[config.mk]
export PLATFORM = sky130hd
export DESIGN_NAME = brecv_mcp
export DESIGN_NICKNAME = d
export VERILOG_FILES = /design/src/rtl/mcp_pkg.sv /design/src/rtl/sync_ff.sv /design/src/rtl/brecv_mcp.sv
export SDC_FILE = /design/constraint.sdc
export NUM_CORES = 1
export LEC_CHECK = 0
export BUFFER_PORTS_ARGS = -buffer_cell sky130_fd_sc_hd__buf_2
export CORE_AREA = 2 2 39 41
export DETAILED_ROUTE_END_ITERATION = 6
export DIE_AREA = 0 0 41 43
export HOLD_SLACK_MARGIN = 0.05
export PLACE_DENSITY = 0.69
export SLEW_MARGIN = 0
export SYNTH_ARGS = -nofsm -noshare
export SYNTH_HDL_FRONTEND = slang
export SYNTH_HIERARCHICAL = 1
export SYNTH_SLANG_ARGS = --single-unit
[constraint.sdc]
create_clock -name bclk -period 1.9 [get_ports bclk]
set_clock_uncertainty 0.05 [all_clocks]
set_input_delay 0.095 -clock bclk [delete_from_list [all_inputs] [get_ports bclk]]
set_output_delay 0.095 -clock bclk [all_outputs]
set_load 0.01 [all_outputs]
[src/rtl/mcp_pkg.sv]
// Shared types and defaults for the multicycle-path receive block.
package mcp_pkg;

  localparam int unsigned MCP_WIDTH = 8;

  typedef enum logic {
    EMPTY = 1'b0,
    FULL  = 1'b1
  } mcp_state_e;

endpackage

[src/rtl/sync_ff.sv]
// Multi-flop synchronizer for a single-bit level crossing into clk.
module sync_ff #(
  parameter int unsigned STAGES = 2
) (
  input  logic clk,
  input  logic rst_n,
  input  logic d,
  output logic q
);

  logic [STAGES-1:0] s;

  always_ff @(posedge clk or negedge rst_n) begin
    if (!rst_n) begin
      s <= '0;
    end else begin
      s <= {s[STAGES-2:0], d};
    end
  end

  assign q = s[STAGES-1];

endmodule

[src/rtl/brecv_mcp.sv]
// Receive side of a toggle-handshake multicycle-path crossing: captures adata
// once per synchronized a_en transition and returns a toggle acknowledge.
module brecv_mcp
  import mcp_pkg::*;
#(
  parameter int unsigned WIDTH       = MCP_WIDTH,
  parameter int unsigned SYNC_STAGES = 2
) (
  input  logic             bclk,
  input  logic             brst_n,
  input  logic             a_en,
  input  logic [WIDTH-1:0] adata,
  input  logic             bload,
  output logic [WIDTH-1:0] bdata,
  output logic             bvalid,
  output logic             b_ack,
  output logic             berr
);

  mcp_state_e       state, state_d;
  logic [WIDTH-1:0] bdata_d;
  logic             b_ack_d;
  logic             berr_d;
  logic             s_sync;
  logic             s_prev;
  logic             bpulse;

  sync_ff #(
    .STAGES(SYNC_STAGES)
  ) u_sync (
    .clk  (bclk),
    .rst_n(brst_n),
    .d    (a_en),
    .q    (s_sync)
  );

  // One-cycle strobe per request toggle; adata is stable by now, so it is
  // sampled directly without synchronization.
  assign bpulse = s_sync ^ s_prev;

  always_ff @(posedge bclk or negedge brst_n) begin
    if (!brst_n) begin
      s_prev <= 1'b0;
      state  <= EMPTY;
      bdata  <= '0;
      b_ack  <= 1'b0;
      berr   <= 1'b0;
    end else begin
      s_prev <= s_sync;
      state  <= state_d;
      bdata  <= bdata_d;
      b_ack  <= b_ack_d;
      berr   <= berr_d;
    end
  end

  always_comb begin
    state_d = state;
    bdata_d = bdata;
    b_ack_d = b_ack;
    berr_d  = berr;
    case (state)
      EMPTY: begin
        if (bpulse) begin
          bdata_d = adata;
          state_d = FULL;
        end
      end
      FULL: begin
        // A request while still holding a word is dropped but flagged.
        if (bpulse) begin
          berr_d = 1'b1;
        end
        if (bload) begin
          b_ack_d = ~b_ack;
          state_d = EMPTY;
        end
      end
      default: state_d = EMPTY;
    endcase
  end

  assign bvalid = (state == FULL);

endmodule

**Yosys cells after proc, flatten, opt, wreduce, memory -nomap -nowiden**

Cells that the tools add are included.

- Mux-type cells: 3
- Bitwise logic cells: 3
- Reductions and logical operators: 3

Operator list:

| cell | number |
|---|---|
| AND reduction 2 bit | 3 |
| two-way mux 1 bit | 2 |
| inverter 1 bit | 2 |
| case mux 1 bit (2 select lines) | 1 |
| XOR 1 bit | 1 |

- Bits of input ports: 12
- Flip-flop bits (word level): 14
- Output and inout port bits: 11
- Word-level logic and storage cells: 15

**Longest topological paths before layout**

- Depth after elaboration: 3
- Mapped depth: 4
- Depth with buffers taken out: 3

**Modules after synthesis**

The synthesis kept the hierarchy.

By module, submodules not included:

| module | area each (um^2) | sequential area each (um^2) | cells each | instances |
|---|---|---|---|---|
| brecv_mcp | 476.7 | 300.3 | 27 | 1 |
| sync_ff | 50.0 | 50.0 | 2 | 1 |

**Worst setup path before layout**

No wires, ideal clock.

- Path type: register -> register
- Start point: reg s_prev
- End point: reg bdata[0]
- Buffers on the path: 1
- Stages on the path, launching flop included: 5
- Period minus slack after synthesis: 1.315 ns
- Setup slack: 0.585 ns
- Library setup time: 0.125 ns
- Data arrival time: 1.140 ns
- Data required time: 1.725 ns
- Cell sequence: dfrtp_1 > xor2_1 > and2b_1 > buf_6 > mux2_4

- Word-level cells in the longest chain between the ends: 2

RTL lines:

| what | line | RTL |
|---|---|---|
| start: declaration | brecv_mcp.sv:25 | `logic s_prev;` |
| start signal: assignment | brecv_mcp.sv:49 | `s_prev <= s_sync;` |
| XOR 1 bit | brecv_mcp.sv:39 | `assign bpulse = s_sync ^ s_prev;` |
| AND reduction 2 bit (no source line) | -- |  |
| end signal: assignment | brecv_mcp.sv:51 | `bdata <= bdata_d;` |
| end: declaration | brecv_mcp.sv:14 | `output logic [WIDTH-1:0] bdata,` |

No other way between the ends.
A chain may end at the register's enable or synchronous reset.

**Worst setup path after layout**

- Start point: reg s_prev
- End point: reg bdata[5]

The elaborated chain is that of the path after synthesis.

==> flow_summary.ini <==
[place]
dpl_worst_slack_ns = 0.338
dpl.cell_count = 66
io_buffer_count = 22
dp_hpwl_um = 593
gp_congestion = 0.603

[power]
p_leak_nw = 0.391
ir_drop_uv = 636
cellPowerDensity_nw_per_um2 = 1180

[setup_path]
endpoint_kind = register
critPathRequiredTime_ns = 2.01
slowest_stage = and2b_1
worst_ep_arrival_time_ns = 1.68
reg2regPathDepth = 3
path_cells = xor2_1, and2b_1, mux2_4
criticalPathCategory = reg2reg
max_stage_delay_ns = 0.46
cp_max_fo = 8
critPathLaunchType = register

[layout]
fillerInstances = 117
syn_to_final_growth_pct = 50.4
layout-drive-gt1-share = 0.538
layoutNonFillerInstCount = 81
seqCellArea_um2 = 350
multi_input_area_um2 = 165
n_antenna_cell = 0
layout_common_cells = buf_2 (22), dfrtp_1 (14), dlygate4sd3_1 (11)
nets = 78
layout_commonest_cell = buf_2

[detailed_routing]
vias = 356
wl_per_cell_um = 11.3
drt-pass1-iter-count = 1
drtIter0Drc = 0
drc = 0
wl_um = 913
ant_nets = 0
via_per_inst = 4.40

[global_routing]
grt_pass1_wl_mm = 1.46
grtUsageTotal = 0.131
grt_overflow = 0
grt_max_degree = 15
antenna_found_initial = 0
grt_pass1_vias = 338

[yosys]
ys_seq_elements = 14
synth.area.top_cells = dfrtp_1 (67%), mux2_4 (23%), buf_6 (2.1%), a21o_2 (1.7%), xnor2_1 (1.7%)
synth_compound_area_frac = 0.0309
synth_top_family_by_area = multiplexers
synth_area_per_cell_um2 = 18.2
yosys_warnings = 6
seq_area_frac_synth = 0.665
synth_top_cell_area_share = 0.665
synth_area_leader_cell = dfrtp_1
synth_area_um2 = 527
syn_inst = 29
yosys.area_share.adder = 0
yosys-mux-area-fraction = 0.228
synthSimpleGateAreaFrac = 0.0214
syn-num-nets = 41
synth_xor_area_frac = 0.0333
ys_types = 9

[die]
dieArea_um2 = 1760
start_util = 0.381
io_pins = 23
die_w_um = 41
die_h_um = 43
core_um2 = 1380
num_rows = 14

[timing]
relSlewSlack = 0.680
post-route-period-util = 0.827
hold_ws_ns = 0.166
fmax_mhz = 636
period_needed_ns = 1.57
setup_violations = 0
fin_ws_ns = 0.329
fin_tns_setup_ns = 0
final_hold_viol_count = 0
slew_viol_final = 0
rsz0062_at_grt = no
tightest_slew_ns = 0.480

[cts]
postCtsHoldBufs = 11
clockRootBuffer = clkbuf_4
clk_latency_ns = 0.28
cts-resized-gates = 0
cts_sinks = 14
cts_tree = done
cts_buffers = 3
clockBufferDepth = 2
post_cts_buffers = 0
h-tree-depth = 1
clk_pin_slew_ns = 0.08

[worst_hold_path]
worstHoldPathType = in2async

[status]
status = finished, final reports clean

[flow_run]
maxCapViolations = 0
==> report_power, final <==
group	switching [mW]	total (mW)	internal, mW
Sequential	0.0494	0.430	0.381
Combinational	0.114	0.294	0.180
Clock	0.0930	0.210	0.117
Total	0.256	0.934	0.677
==> per-stage QoR <==
step	area, µm²	total power [mW]	utilization
global placement	646	0.708	0.467
finish	792	0.934	0.572
floorplan	527	0.608	-
CTS	792	0.948	0.572
detailed placement	646	0.713	0.467
global route	792	0.988	0.572
==> final cells by class <==
type                    count  area share
well taps                  16      0.0253
clock buffers               4      0.0458
repair buffers             33       0.278
flip-flops and latches     14       0.442
multi-input cells          14       0.209
==> state kept, by name (all words and copies together), names as in the netlist <==
name      count
s_prev        1
berr          1
b_ack         1
bvalid        1
u_sync/s      2
bdata         8
==> final timing paths <==
check | from | to | slack, ns
max | s_prev | bdata[5] | 0.33
min | brst_n | bdata[3] | 0.17
max reg2reg | s_prev | bdata[5] | 0.33
max in group asynchronous | brst_n | s_prev | 1.40
min reg2reg | u_sync/s[0] | u_sync/s[1] | 0.30
min in group bclk | u_sync/s[0] | u_sync/s[1] | 0.30
==> metal layers <==
metal | vias to the layer above | GRT usage | wire length, µm
met5 | - | 0 | 0
met4 | 0 | 0.0600 | 15
met3 | 2 | 0.0628 | 66
met2 | 17 | 0.188 | 458
met1 | 168 | 0.163 | 372
li1 | 169 | - | -
==> worst max-delay path, delay by kind of cell, from the launching register on <==
kind          cells  cell delay (ns)
simple gates      1             0.46
flops             1             0.38
xor+xnor          1             0.22
mux               1             0.35
==> kinds of logic after synthesis <==
family                    after synthesis
DFF                                    14
muxes                                   8
AOI/OAI and AO/OA                       2
xor gates and xnor gates                2
and+or+nand+nor                         2
buffers and inverters                   1
==> synth_stat cells, drive strengths merged <==
master,instances
nand2,1
xnor2,1
buf,1
mux2,8
xor2,1
dfrtp,14
o21a,1
a21o,1
and2b,1
Note: power is estimated with default switching activity, not from simulation.
